===== src/rtl/fp_norm_pkg.sv =====
// Shared constants and the stage-1 to stage-2 payload for the post-add normaliser.
package fp_norm_pkg;

  localparam int FP_MANT_W = 23;
  localparam int FP_EXP_W  = 8;

  localparam logic [1:0] RM_RNE = 2'd0;
  localparam logic [1:0] RM_RTZ = 2'd1;
  localparam logic [1:0] RM_RUP = 2'd2;
  localparam logic [1:0] RM_RDN = 2'd3;

  localparam int FLG_OF   = 3;
  localparam int FLG_UF   = 2;
  localparam int FLG_NX   = 1;
  localparam int FLG_ZERO = 0;

  // Normalised beat: fraction below the hidden bit, signed exponent with two guard bits.
  typedef struct packed {
    logic                        sign;
    logic [FP_MANT_W-1:0]        mant;
    logic signed [FP_EXP_W+1:0]  exp;
    logic [2:0]                  grs;
    logic [1:0]                  rm;
    logic                        zero;
  } norm_stage_t;

endpackage


===== src/rtl/fp_lzc.sv =====
// Combinational leading-zero counter; an all-zero input counts as W.
module fp_lzc #(
  parameter int W = 27
) (
  input  logic [W-1:0]               in_bits,
  output logic [$clog2(W+1)-1:0]     count
);

  localparam int CW = $clog2(W+1);

  logic found;

  always_comb begin
    count = '0;
    found = 1'b0;
    for (int i = W - 1; i >= 0; i--) begin
      if (!found) begin
        if (in_bits[i]) found = 1'b1;
        else            count = count + CW'(1);
      end
    end
  end

endmodule


===== src/rtl/fp_norm_pipe.sv =====
// Two-stage normalise / round pipeline between the mantissa adder and result packing.
module fp_norm_pipe
  import fp_norm_pkg::*;
#(
  parameter int MANT_W = FP_MANT_W,
  parameter int EXP_W  = FP_EXP_W
) (
  input  logic              clk,
  input  logic              rst_n,
  input  logic              in_valid,
  output logic              in_ready,
  input  logic              in_sign,
  input  logic [MANT_W+4:0] in_mant,
  input  logic [EXP_W-1:0]  in_exp,
  input  logic [1:0]        in_rm,
  output logic              out_valid,
  input  logic              out_ready,
  output logic              out_sign,
  output logic [MANT_W-1:0] out_mant,
  output logic [EXP_W-1:0]  out_exp,
  output logic [3:0]        out_flags
);

  // Handshake: a beat transfers on a rising edge where valid & ready are both high.
  // Valid never waits on ready, and a stalled output holds its data until taken.

  localparam int SW   = MANT_W + 4;
  localparam int LZ_W = $clog2(SW + 1);

  localparam logic signed [EXP_W+1:0] EXP_ONE  = {{(EXP_W+1){1'b0}}, 1'b1};
  localparam logic signed [EXP_W+1:0] EXP_ZERO = '0;
  localparam logic signed [EXP_W+1:0] EXP_INF  = {2'b00, {EXP_W{1'b1}}};

  norm_stage_t       s1_q, s1_d;
  logic              s1_valid_q, s1_valid_d;
  logic              rdy_en_q, rdy_en_d;
  logic              out_valid_q, out_valid_d;
  logic              out_sign_q, out_sign_d;
  logic [MANT_W-1:0] out_mant_q, out_mant_d;
  logic [EXP_W-1:0]  out_exp_q, out_exp_d;
  logic [3:0]        out_flags_q, out_flags_d;

  logic                    s2_advance;
  logic [LZ_W-1:0]         lz;
  logic [SW-1:0]           shifted;
  logic signed [EXP_W+1:0] exp_in, exp_n;

  logic                    inexact, round_up, ovf_to_inf;
  logic [MANT_W:0]         frac_sum;
  logic signed [EXP_W+1:0] exp_r;
  logic [MANT_W-1:0]       res_mant;
  logic [EXP_W-1:0]        res_exp;
  logic [3:0]              res_flags;

  assign s2_advance = !out_valid_q | out_ready;
  // rdy_en_q keeps in_ready low during reset and the first cycle after release.
  assign in_ready   = rdy_en_q & (!s1_valid_q | s2_advance);

  fp_lzc #(.W(SW)) u_lzc (
    .in_bits (in_mant[SW-1:0]),
    .count   (lz)
  );

  // Stage 1: normalise so the hidden bit sits at SW-1.
  always_comb begin
    s1_d       = s1_q;
    s1_valid_d = s1_valid_q;
    rdy_en_d   = 1'b1;
    exp_in     = $signed({2'b00, in_exp});
    if (in_mant[SW]) begin
      shifted    = in_mant[SW:1];
      shifted[0] = in_mant[1] | in_mant[0];
      exp_n      = exp_in + EXP_ONE;
    end else begin
      shifted = in_mant[SW-1:0] << lz;
      exp_n   = exp_in - $signed({{(EXP_W+2-LZ_W){1'b0}}, lz});
    end
    if (in_ready) begin
      s1_valid_d = in_valid;
      if (in_valid) begin
        s1_d.sign = in_sign;
        s1_d.mant = shifted[SW-2:3];
        s1_d.exp  = exp_n;
        s1_d.grs  = shifted[2:0];
        s1_d.rm   = in_rm;
        s1_d.zero = (in_mant == '0);
      end
    end
  end

  // Stage 2: round, then apply zero / underflow / overflow.
  always_comb begin
    inexact = |s1_q.grs;
    case (s1_q.rm)
      RM_RNE:  round_up = s1_q.grs[2] & (s1_q.grs[1] | s1_q.grs[0] | s1_q.mant[0]);
      RM_RUP:  round_up = inexact & !s1_q.sign;
      RM_RDN:  round_up = inexact & s1_q.sign;
      default: round_up = 1'b0;
    endcase
    frac_sum = {1'b0, s1_q.mant} + {{MANT_W{1'b0}}, round_up};
    exp_r    = $signed(s1_q.exp);
    if (frac_sum[MANT_W]) exp_r = exp_r + EXP_ONE;
    ovf_to_inf = (s1_q.rm == RM_RNE) | ((s1_q.rm == RM_RUP) & !s1_q.sign) |
                 ((s1_q.rm == RM_RDN) & s1_q.sign);

    res_mant          = frac_sum[MANT_W-1:0];
    res_exp           = exp_r[EXP_W-1:0];
    res_flags         = '0;
    res_flags[FLG_NX] = inexact;
    if (s1_q.zero) begin
      res_mant            = '0;
      res_exp             = '0;
      res_flags           = '0;
      res_flags[FLG_ZERO] = 1'b1;
    end else if (exp_r <= EXP_ZERO) begin
      res_mant            = '0;
      res_exp             = '0;
      res_flags[FLG_UF]   = 1'b1;
      res_flags[FLG_NX]   = 1'b1;
      res_flags[FLG_ZERO] = 1'b1;
    end else if (exp_r >= EXP_INF) begin
      res_flags[FLG_OF] = 1'b1;
      res_flags[FLG_NX] = 1'b1;
      if (ovf_to_inf) begin
        res_mant = '0;
        res_exp  = '1;
      end else begin
        res_mant = '1;
        res_exp  = {{(EXP_W-1){1'b1}}, 1'b0};
      end
    end

    out_valid_d = out_valid_q;
    out_sign_d  = out_sign_q;
    out_mant_d  = out_mant_q;
    out_exp_d   = out_exp_q;
    out_flags_d = out_flags_q;
    if (s2_advance) begin
      out_valid_d = s1_valid_q;
      if (s1_valid_q) begin
        out_sign_d  = s1_q.sign;
        out_mant_d  = res_mant;
        out_exp_d   = res_exp;
        out_flags_d = res_flags;
      end
    end
  end

  always_ff @(posedge clk or negedge rst_n) begin
    if (!rst_n) begin
      s1_q        <= '0;
      s1_valid_q  <= 1'b0;
      rdy_en_q    <= 1'b0;
      out_valid_q <= 1'b0;
      out_sign_q  <= 1'b0;
      out_mant_q  <= '0;
      out_exp_q   <= '0;
      out_flags_q <= '0;
    end else begin
      s1_q        <= s1_d;
      s1_valid_q  <= s1_valid_d;
      rdy_en_q    <= rdy_en_d;
      out_valid_q <= out_valid_d;
      out_sign_q  <= out_sign_d;
      out_mant_q  <= out_mant_d;
      out_exp_q   <= out_exp_d;
      out_flags_q <= out_flags_d;
    end
  end

  assign out_valid = out_valid_q;
  assign out_sign  = out_sign_q;
  assign out_mant  = out_mant_q;
  assign out_exp   = out_exp_q;
  assign out_flags = out_flags_q;

endmodule


===== config.mk =====
export PLATFORM = sky130hd
export DESIGN_NAME = fp_norm_pipe
export DESIGN_NICKNAME = d
export VERILOG_FILES = /design/src/rtl/fp_norm_pkg.sv /design/src/rtl/fp_lzc.sv /design/src/rtl/fp_norm_pipe.sv
export SDC_FILE = /design/constraint.sdc
export NUM_CORES = 1
export LEC_CHECK = 0
export CORE_ASPECT_RATIO = 0.5
export CORE_MARGIN = 2
export CORE_UTILIZATION = 35
export DETAILED_ROUTE_END_ITERATION = 16
export PLACE_DENSITY = 0.63
export SETUP_SLACK_MARGIN = 0.15
export SLEW_MARGIN = 20
export SYNTH_ARGS = -nofsm -noshare
export SYNTH_HDL_FRONTEND = slang
export SYNTH_SLANG_ARGS = --single-unit

===== constraint.sdc =====
create_clock -name clk -period 9.1 [get_ports clk]
set_input_delay 1.82 -clock clk [delete_from_list [all_inputs] [get_ports clk]]
set_output_delay 1.82 -clock clk [all_outputs]
set_load 0.01 [all_outputs]

======== Word level (Yosys, flattened, before mapping) ========
Cells that the tools add are included.
word-level totals
  register bits ........................... 79
  input bits .............................. 43
  output and inout bits ................... 38
  word-level logic and storage cells ...... 191
operators by class
  add/sub/neg operators ................... 30
  order comparisons ....................... 2
  equality and inequality tests ........... 2
  shifts and indexed selects .............. 1
  multiplexer cells ....................... 122
  bitwise gates (word level) .............. 13
  reductions and logical operators ........ 8
operators by type and width
  kind                                                                    count
  5-bit 2-to-1 mux                                                        52
  5-bit by 1-bit adder with 5-bit output, second input constant           25
  23-bit 2-to-1 mux                                                       4
  1-bit 2-to-1 mux                                                        58
  28-bit logical NOT                                                      1
  27-bit by 5-bit << shifter with 26-bit output                           1
  26-bit 2-to-1 mux                                                       1
  23-bit by 1-bit adder with 24-bit output                                1
  8-bit 2-to-1 mux                                                        3
  10-bit 2-to-1 mux                                                       2
  10-bit by 2-bit adder with 10-bit output, second input constant         1
  10-bit by 9-bit >= comparator with 1-bit output, second input constant  1
  10-bit by 1-bit <= comparator with 1-bit output, second input constant  1
  8-bit by 1-bit adder with 9-bit output, second input constant           1
  8-bit by 5-bit subtractor with 9-bit output                             1
  1-bit OR                                                                7
  1-bit AND                                                               6
  2-bit equality test, second input constant                              2
  4-bit 2-to-1 mux                                                        1
  2-bit AND reduction                                                     2
  1-bit logical NOT                                                       3
  1-bit one-hot mux with 3 select lines                                   1
  3-bit OR reduction                                                      1
  1-bit by 1-bit adder with 2-bit output, second input constant           1
  2-bit logical NOT                                                       1

======== Longest topological paths before layout ========
Gate-level depths: netlist of the first run.
  depth in word-level cells ............... 81
  depth in mapped cells ................... 91
  mapped depth without buffers ............ 89

======== Hierarchy ========
Synthesis of the first run repeated with hierarchy kept, for this count alone.
unflattened totals
  cells, all modules ...................... 1080
  area, all modules ....................... 8673.3 um^2
by module, submodules not included
  module        instances  cells each  area each (um^2)  sequential area each (um^2)
  fp_norm_pipe  1          668         5833.1            1976.9
  fp_lzc        1          412         2840.2            0.0

======== Worst setup path after synthesis of the first run ========
No wires, ideal clock.
  path type ............................... input to register
  start ................................... in in_mant[26]
  end ..................................... reg s1_q[13] (netlist bit)
  setup time .............................. 83 ps
  arrival ................................. 18503 ps
  required time ........................... 9017 ps
  path slack .............................. -9486 ps
  stages .................................. 91
  buffers on the path ..................... 3
  cell sequence ........................... buf_2 -> nor2_1 -> ha_1 -> o21a_1 -> ha_1 -> mux2_2 -> o21a_1 -> ha_1 -> nand2_1 -> nand2_1 -> ha_1 -> o21ai_0 -> a21oi_1 -> ha_1 -> mux2_2 -> o21ai_0 -> a21oi_1 -> ha_1 -> (+55 left out) -> o21ai_0 -> a21oi_1 -> ha_1 -> nand2_1 -> xnor2_1 -> nand2_1 -> xnor2_1 -> inv_1 -> clkbuf_1 -> buf_1 -> ha_1 -> a21o_1 -> a21o_1 -> a211o_1 -> nor3_1 -> a31oi_1 -> xor2_1 -> o21ai_0
between the ends
  word-level cells in the longest chain between the ends .. 81
  elaborated cells between the ends (all ways) .. 107
  those cells by class .................... add/sub (27); mux (80)
ends and longest elaborated chain
  what                                           RTL line             RTL
  start, declared                                fp_norm_pipe.sv:13   input logic [MANT_W+4:0] in_mant,
  1-bit 2-to-1 mux                               fp_lzc.sv:18         if (in_bits[i]) found = 1'b1;
  1-bit by 1-bit adder with 2-bit output         fp_lzc.sv:19         else count = count + CW'(1);
  5-bit 2-to-1 mux                               fp_lzc.sv:18
  5-bit 2-to-1 mux                               fp_lzc.sv:17         if (!found) begin
  5-bit by 1-bit adder with 5-bit output         fp_lzc.sv:19
  5-bit 2-to-1 mux                               fp_lzc.sv:18
  5-bit 2-to-1 mux                               fp_lzc.sv:17
  5-bit by 1-bit adder with 5-bit output         fp_lzc.sv:19
  (+65 left out)                                 --
  5-bit by 1-bit adder with 5-bit output         fp_lzc.sv:19
  5-bit 2-to-1 mux                               fp_lzc.sv:18
  5-bit 2-to-1 mux                               fp_lzc.sv:17
  5-bit by 1-bit adder with 5-bit output         fp_lzc.sv:19
  5-bit 2-to-1 mux                               fp_lzc.sv:18
  5-bit 2-to-1 mux *                             fp_lzc.sv:17
  8-bit by 5-bit subtractor with 9-bit output *  fp_norm_pipe.sv:76   exp_n = exp_in - $signed({{(EXP_W+2-LZ_W){1'b0}}, lz});
  10-bit 2-to-1 mux *                            fp_norm_pipe.sv:70   if (in_mant[SW]) begin
  end signal, assigned                           fp_norm_pipe.sv:151  s1_q <= '0;
  end signal, assigned                           fp_norm_pipe.sv:160  s1_q <= s1_d;
  end, declared                                  fp_norm_pipe.sv:34   norm_stage_t s1_q, s1_d;
Mark *: on every way between the ends. The rest lies on a longest branch, timed or not.
A chain may end at the register's enable or synchronous reset.

======== Final worst setup path of the first run ========
  start ................................... in in_mant[25]
  end ..................................... reg s1_q[29] (netlist bit)
between the ends
  word-level cells in the longest chain between the ends .. 79
  elaborated cells between the ends (all ways) .. 105
  those cells by class .................... add/sub (25); shift (1); mux (79)
ends and longest elaborated chain
  what                                             RTL line            RTL
  5-bit 2-to-1 mux                                 fp_lzc.sv:18
  5-bit 2-to-1 mux                                 fp_lzc.sv:17
  5-bit by 1-bit adder with 5-bit output           fp_lzc.sv:19
  5-bit 2-to-1 mux                                 fp_lzc.sv:18
  5-bit 2-to-1 mux                                 fp_lzc.sv:17
  5-bit by 1-bit adder with 5-bit output           fp_lzc.sv:19
  5-bit 2-to-1 mux                                 fp_lzc.sv:18
  5-bit 2-to-1 mux                                 fp_lzc.sv:17
  (+63 left out)                                   --
  5-bit by 1-bit adder with 5-bit output           fp_lzc.sv:19
  5-bit 2-to-1 mux                                 fp_lzc.sv:18
  5-bit 2-to-1 mux                                 fp_lzc.sv:17
  5-bit by 1-bit adder with 5-bit output           fp_lzc.sv:19
  5-bit 2-to-1 mux                                 fp_lzc.sv:18
  5-bit 2-to-1 mux                                 fp_lzc.sv:17
  27-bit by 5-bit << shifter with 26-bit output *  fp_norm_pipe.sv:75  shifted = in_mant[SW-1:0] << lz;
  26-bit 2-to-1 mux *                              fp_norm_pipe.sv:70
Marked as above.

==> flow_summary_export.csv, run 1 <==
group,metric,value,unit
global_routing,globalRouteOverflowTotal,0,
clock_network,cts_htree_levels,3,
cells_and_area,final_common_cell,"buf_4",
yosys,synth_top_cell_by_area,"dfrtp_1",
yosys,synthCells,1079,
yosys,async_flop_share,100,%
worst_setup_path,slowest_stage,"ha_2",
sta,slew_viol_final,0,
cells_and_area,stdcell_area,12200,um^2
cells_and_area,nets,1415,
power_and_ir_drop,pwr-share-clk,23.0,%
placed_design,io_buffers,80,
worst_setup_path,endpoint_kind,"register",
power_and_ir_drop,intPower,1030,uW
clock_network,cts.path.max_buffers,2,
yosys,synth_flop_cell,"dfrtp_1",
power_and_ir_drop,power.density,128,nW/um^2
power_and_ir_drop,power_frac_comb,43.4,%
power_and_ir_drop,p_sw_share,33.6,%
floorplan,die_y,113,um
drt,drtIter0Drc,698,
drt,drcViolationCount,0,
clock_network,clock-root-buffer,"clkbuf_16",
cells_and_area,multi_input_area,6780,um^2
worst_setup_path,critical_path_class,"in2reg",
floorplan,dieArea,25100,um^2
hold_path,hold_depth,1,
drt,wl_per_cell,16.3,um
sta,skew,0.00692,ns
drt,antenna_left,0,
cells_and_area,nFillCells,2101,
global_routing,grt_start_max_net_pins,80,
power_and_ir_drop,p_switching,522,uW
clock_network,clock_sinks,79,
floorplan,start_util,36.0,%
sta,worstMarginPinSlew,0.975,ns
global_routing,antenna_found_initial,0,
global_routing,grt_pass1_vias,8747,
run_status,violations,"negative setup slack",
yosys,synth_warnings,0,
worst_setup_path,startpoint_type,"input port",
worst_setup_path,arrival,17.62,ns
cells_and_area,num_antenna_cells,0,
cells_and_area,fin_cells,1648,
yosys,synthesis.nets,1157,
clock_network,numCtsBuffers,9,
floorplan,die_w,222,um
cells_and_area,register_area,1980,um^2
worst_setup_path,cpPeakStageDelay,0.33,ns
run_status,outcome,"complete, but fails checks",
sta,rsz0062_at_grt,"yes",
floorplan,io_pins,81,
drt,vias,9072,
clock_network,cts_tree,"yes",
yosys,synth_area,8310,um^2
cells_and_area,area_growth,46.3,%
yosys,synth_edf_count,0,
global_routing,grt_pass1_wl,43.6,mm
hold_path,hold_path.class,"reg2reg",
sta,timing.fmax,57.5,MHz
yosys,synthTopCellsByArea,"dfrtp_1 24%, nand2_1 6.8%, mux2i_1 5.9%",
placed_design,routabilityCongestion,0.929,
cells_and_area,final_cell_mix,"221 x buf_4, 142 x nand2_1, 89 x nor2_1",
power_and_ir_drop,power,1550,uW
drt,via_per_inst,5.50,
flow_run,drv_cap,0,
floorplan,num_rows,39,
sta,finalSetupViolCount,35,
worst_setup_path,rr_worst_depth,21,
sta,finalCritPeriodShare,191,%
placed_design,dp.cells,1596,
worst_setup_path,startpoint,"in_mant[25]",
cells_and_area,drive_above_1_share,29.5,%
worst_setup_path,timing.rr.start,"s1_q[1]$_DFFE_PN0P_",
worst_setup_path,path_max_fanout,12,
sta,max_slew_margin,35.0,%
yosys,seq_area_frac_synth,23.8,%
global_routing,grtUsageTotal,21.0,%
drt,dr.pass1.iters,5,
yosys,syn-mean-instance-area,7.70,um^2
placed_design,dpl_cell_area,11000,um^2
clock_network,clkTransAtPathRegs,0.06,ns
sta,setup_ws,-8.30,ns
power_and_ir_drop,leakage,0.00532,uW
sta,finalHoldViolCount,0,
drt,wl,26.9,mm
power_and_ir_drop,seq_power_share,33.6,%
clock_network,hold_buffers,0,
sta,min_period,17.40,ns
yosys,ys_types,76,
hold_path,worstHoldStart,"out_exp[7]$_DFFE_PN0P_",
floorplan,core_area,23100,um^2
yosys,ys_seq_elements,79,
worst_setup_path,worst-endpoint-required,9.32,ns
clock_network,insertion_delay,0.33,ns
power_and_ir_drop,ir_drop,0.0837,mV
yosys,synth_top_area_share,23.8,%
placed_design,dpl.hpwl,20.6,mm
==> metal layers <==
metal / global-route usage, % / wire length (um)
met1: 29.0 / 12600
met3: 1.87 / 1290
met4: 5.50 / 442
met2: 35.6 / 12500
met5: 0 / 0
==> metrics by stage <==
step | worst slack [ns] | util (%) | hold slack, ns | TNS (ns)
after floorplan | -8.34 | - | 0.448 | -274.65
after global placement | -8.78 | 47.6 | 0.462 | -298.12
after detailed placement | -9.40 | 47.6 | 0.469 | -316.45
after CTS | -8.46 | 50.7 | 0.481 | -287.78
after global routing | -8.79 | 52.7 | 0.505 | -298.26
final | -8.30 | 52.7 | 0.478 | -279.96
==> power by group through the flow <==
| stage | logic (uW) | registers [uW] | clock network, uW |
|---|---|---|---|
| finish | 675 | 522 | 358 |
| global route | 731 | 535 | 378 |
| CTS | 641 | 523 | 365 |
| detailed placement | 611 | 528 | 0 |
| global placement | 599 | 524 | 0 |
| floorplan | 299 | 536 | 0 |
==> sequential cells by signal, summed over array words and instances, names as in the netlist <==
| signal | count |
|---|---|
| out_mant | 23 |
| out_exp | 8 |
| s1_valid_q | 1 |
| out_flags | 4 |
| out_valid | 1 |
| rdy_en_q | 1 |
| out_sign | 1 |
| s1_q | 40 |
==> kinds of logic after synthesis <==
family,share of synthesized area [%]
simple gates,25.8
compound gates,21.3
buf+inv,4.41
xor+xnor,9.87
flops,23.8
mux,9.45
fa+ha+maj,5.36
other cells,0.0451
==> critical path: cells and delay by family <==
family                   cells  cell delay [ns]
adder cells (fa/ha/maj)     23             5.99
AO/OA/AOI/OAI               29             3.91
multiplexers                16             3.90
AND/OR/NAND/NOR             14             1.09
buffers and inverters        7             0.89
==> synthesized netlist by cell type (28+ instances only) <==
cell,n
clkbuf_1,56
o21ai_0,56
ha_1,34
xnor2_1,43
nand2_1,151
inv_1,28
mux2i_1,49
nor2_1,93
nand3_1,40
dfrtp_1,79
xor2_1,34
a21oi_1,74
==> path summary, 6_finish.rpt <==
path | end | slack [ns]
min in group asynchronous | out_sign$_DFFE_PN0P_ | 1.63
min reg2reg | out_exp[7]$_DFFE_PN0P_ | 0.48
max in group asynchronous | out_mant[10]$_DFFE_PN0P_ | 6.81
max reg2reg | out_mant[3]$_DFFE_PN0P_ | 3.88
min | out_exp[7]$_DFFE_PN0P_ | 0.48
max | s1_q[29]$_DFFE_PN0P_ | -8.30
==> repair_timing <==
item | 4_1_cts | 5_1_grt
buffers inserted | 17 | 20
endpoints found under the setup margin | 35 | 35
gates resized for setup | 75 | 63
pin swaps | 76 | 68
==> cell type report <==
cell class,instances,area share (%)
Clock buffer,12,2.11
Clock inverter,3,0.350
Inverter,29,0.936
Multi-Input combinational cell,905,55.8
Sequential cell,79,16.3
Tap cell,307,3.16
Timing Repair Buffer,313,21.4
Power figures use the tool's default switching activity.
==> inputs of run 2 (changes only) <==
--- a/config.mk
+++ b/config.mk
@@ -5,6 +5,7 @@
 export SDC_FILE = /design/constraint.sdc
 export NUM_CORES = 1
 export LEC_CHECK = 0
+export ABC_AREA = 0
 export CORE_ASPECT_RATIO = 0.5
 export CORE_MARGIN = 2
 export CORE_UTILIZATION = 35
==> constraint.sdc (replaced) <==
create_clock -name clk -period 9.1 [get_ports clk]
set_input_delay 1.82 -clock clk [delete_from_list [all_inputs] [get_ports clk]]
set_output_delay 1.82 -clock clk [all_outputs]
set_load 0.1 [all_outputs]
==> results of run 2 <==
The final DEF is identical to that of run 1. Status: complete, but fails checks: negative setup slack.
Among the figures that moved: total power 1550 uW -> 1970 uW; worst IR drop on VDD 0.0837 mV -> 0.149 mV
==> inputs of run 3 (changes only) <==
--- a/config.mk
+++ b/config.mk
@@ -6,7 +6,7 @@
 export NUM_CORES = 1
 export LEC_CHECK = 0
 export ABC_AREA = 0
-export CORE_ASPECT_RATIO = 0.5
+export CORE_ASPECT_RATIO = 0.75
 export CORE_MARGIN = 2
 export CORE_UTILIZATION = 35
 export DETAILED_ROUTE_END_ITERATION = 16
==> run 3 against run 2 <==
Net effect: the run still ends with negative setup slack left; register-to-register slack lost 0.18 ns; sequential power down 1%; first-iteration DRC count decreased by 6.0%; non-clock buffer count up 10; clock skew about the same.
==> flow_summary_export.csv, run 3 (synthesized netlist as in run 1, its figures left out) <==
group,metric,value,unit
hold_path,hold_path.class,"reg2reg",
clock_network,cts_tree,"yes",
hold_path,worstHoldStart,"out_exp[7]$_DFFE_PN0P_",
drt,wl_per_cell,16.6,um
placed_design,post-place-ws,-9.25,ns
clock_network,clock-root-buffer,"clkbuf_16",
floorplan,io_pins,81,
clock_network,clkTransAtPathRegs,0.05,ns
hold_path,whs_endpoint,"out_exp[7]$_DFFE_PN0P_",
power_and_ir_drop,power,1970,uW
drt,drcViolationCount,0,
sta,timing.fmax,57.9,MHz
clock_network,insertion_delay,0.34,ns
floorplan,num_rows,48,
hold_path,hold_depth,1,
run_status,violations,"negative setup slack",
sta,rsz0062_at_grt,"yes",
sta,finalSetupViolCount,35,
drt,drtIter0Drc,656,
drt,dr.pass1.iters,7,
placed_design,dpl.hpwl,20.4,mm
cells_and_area,final_cell_mix,"225 x buf_4, 141 x nand2_1, 84 x nor2_1",
placed_design,routabilityCongestion,0.902,
cells_and_area,area_growth,48.4,%
drt,vias,9059,
drt,via_per_inst,5.48,
power_and_ir_drop,power.density,159,nW/um^2
global_routing,grtUsageTotal,21.4,%
worst_setup_path,critical_path_class,"in2reg",
worst_setup_path,reg2reg_to,"out_mant[8]$_DFFE_PN0P_",
worst_setup_path,worst-endpoint-required,9.29,ns
floorplan,core_area,23200,um^2
global_routing,grt_pass1_vias,8563,
clock_network,cts.path.max_buffers,2,
sta,slew_viol_final,0,
clock_network,hold_buffers,0,
global_routing,antenna_found_initial,0,
cells_and_area,num_antenna_cells,0,
clock_network,clock_sinks,79,
worst_setup_path,cpPeakStageDelay,0.32,ns
sta,skew,0.00701,ns
worst_setup_path,path_max_fanout,5,
power_and_ir_drop,leakage,0.00534,uW
worst_setup_path,timing.rr.start,"s1_q[1]$_DFFE_PN0P_",
global_routing,grt_start_max_net_pins,80,
worst_setup_path,endpoint_kind,"register",
cells_and_area,nets,1425,
worst_setup_path,r2r_slack,3.70,ns
worst_setup_path,slowest_stage,"a21oi_4",
clock_network,cts_htree_levels,3,
global_routing,grt_pass1_wl,43.6,mm
global_routing,globalRouteOverflowTotal,0,
cells_and_area,drive_above_1_share,31.4,%
sta,max_slew_margin,34.2,%
drt,wl,27.4,mm
floorplan,start_util,35.9,%
power_and_ir_drop,ir_drop,0.206,mV
floorplan,die_y,137,um
worst_setup_path,rr_worst_depth,22,
floorplan,die_w,182,um
worst_setup_path,path_common_cell,"ha_4",
worst_setup_path,startpoint_type,"input port",
flow_run,drv_cap,0,
clock_network,numCtsBuffers,9,
worst_setup_path,arrival,17.46,ns
sta,min_period,17.26,ns
cells_and_area,regMostFlops,"s1_q",
drt,antenna_left,0,
sta,finalCritPeriodShare,190,%
cells_and_area,largest_register_ff_count,40,
sta,worstMarginPinSlew,0.984,ns
sta,setup_ws,-8.16,ns
run_status,outcome,"complete, but fails checks",
cells_and_area,final_common_cell,"buf_4",
sta,finalHoldViolCount,0,
worst_setup_path,critical_path.top_delay_family,"adder cells",
cells_and_area,fin_util,53.2,%
worst_setup_path,cp_num_buf_inv,4,
floorplan,dieArea,25000,um^2
placed_design,io_buffers,80,
[run 3: timing repair]
| item | in CTS | in global routing |
|---|---|---|
| pin swaps | 80 | 77 |
| resized for setup | 83 | 83 |
| endpoints found under the setup margin | 35 | 35 |
| setup buffers | 19 | 21 |
[run 3: worst max path at each step]
stage / start / to / cells past startpoint
floorplan: in_mant[26] / s1_q[13]$_DFFE_PN0P_ / 91
global placement: in_mant[25] / s1_q[13]$_DFFE_PN0P_ / 90
detailed placement: in_mant[25] / s1_q[13]$_DFFE_PN0P_ / 90
CTS: in_mant[25] / s1_q[13]$_DFFE_PN0P_ / 90
global route: in_mant[25] / s1_q[13]$_DFFE_PN0P_ / 90
finish: in_mant[25] / s1_q[13]$_DFFE_PN0P_ / 90
[run 3: metrics by stage]
stage	setup TNS [ns]	std cells	hold WS [ns]	instance area, um^2
after floorplan	-274.65	1079	0.448	8600
after global routing	-306.39	1652	0.499	12300
after detailed placement	-312.26	1596	0.465	11000
after global placement	-296.03	1596	0.463	11000
final	-278.81	1652	0.475	12300
after CTS	-281.17	1631	0.478	11800
[run 3: layout make-up]
class / count / area [um^2]
Clock buffer: 13 / 260
Clock inverter: 3 / 17.5
Fill cell: 2169 / 10800
Inverter: 29 / 114
Multi-Input combinational cell: 905 / 6890
Sequential cell: 79 / 1980
Tap cell: 300 / 375
Timing Repair Buffer: 323 / 2710
[run 3: power breakdown]
part / switching (uW) / total [uW] / leakage [uW] / internal (uW)
combinational: 734 / 1110 / 0.00422 / 376
sequential: 73.5 / 517 / 0.000986 / 444
clock: 141 / 340 / 0.000136 / 199
total: 949 / 1970 / 0.00534 / 1020
[run 3: worst register-to-register path: cells and delay by family, from the launching register on]
| kind | cells | cell delay [ns] |
|---|---|---|
| simple gates | 14 | 3.00 |
| flops | 1 | 0.41 |
| xor+xnor | 1 | 0.22 |
| fa+ha+maj | 2 | 0.46 |
| compound gates | 3 | 0.72 |
| buf+inv | 2 | 0.46 |
[run 3: routing by layer]
metal / vias to the layer above / global-route usage (%) / wire, um
met3: 9 / 3.86 / 1380
met1: 4390 / 31.3 / 13700
met5: - / 0 / 0
li1: 4437 / - / -
met4: 0 / 2.51 / 105
met2: 223 / 33.8 / 12300
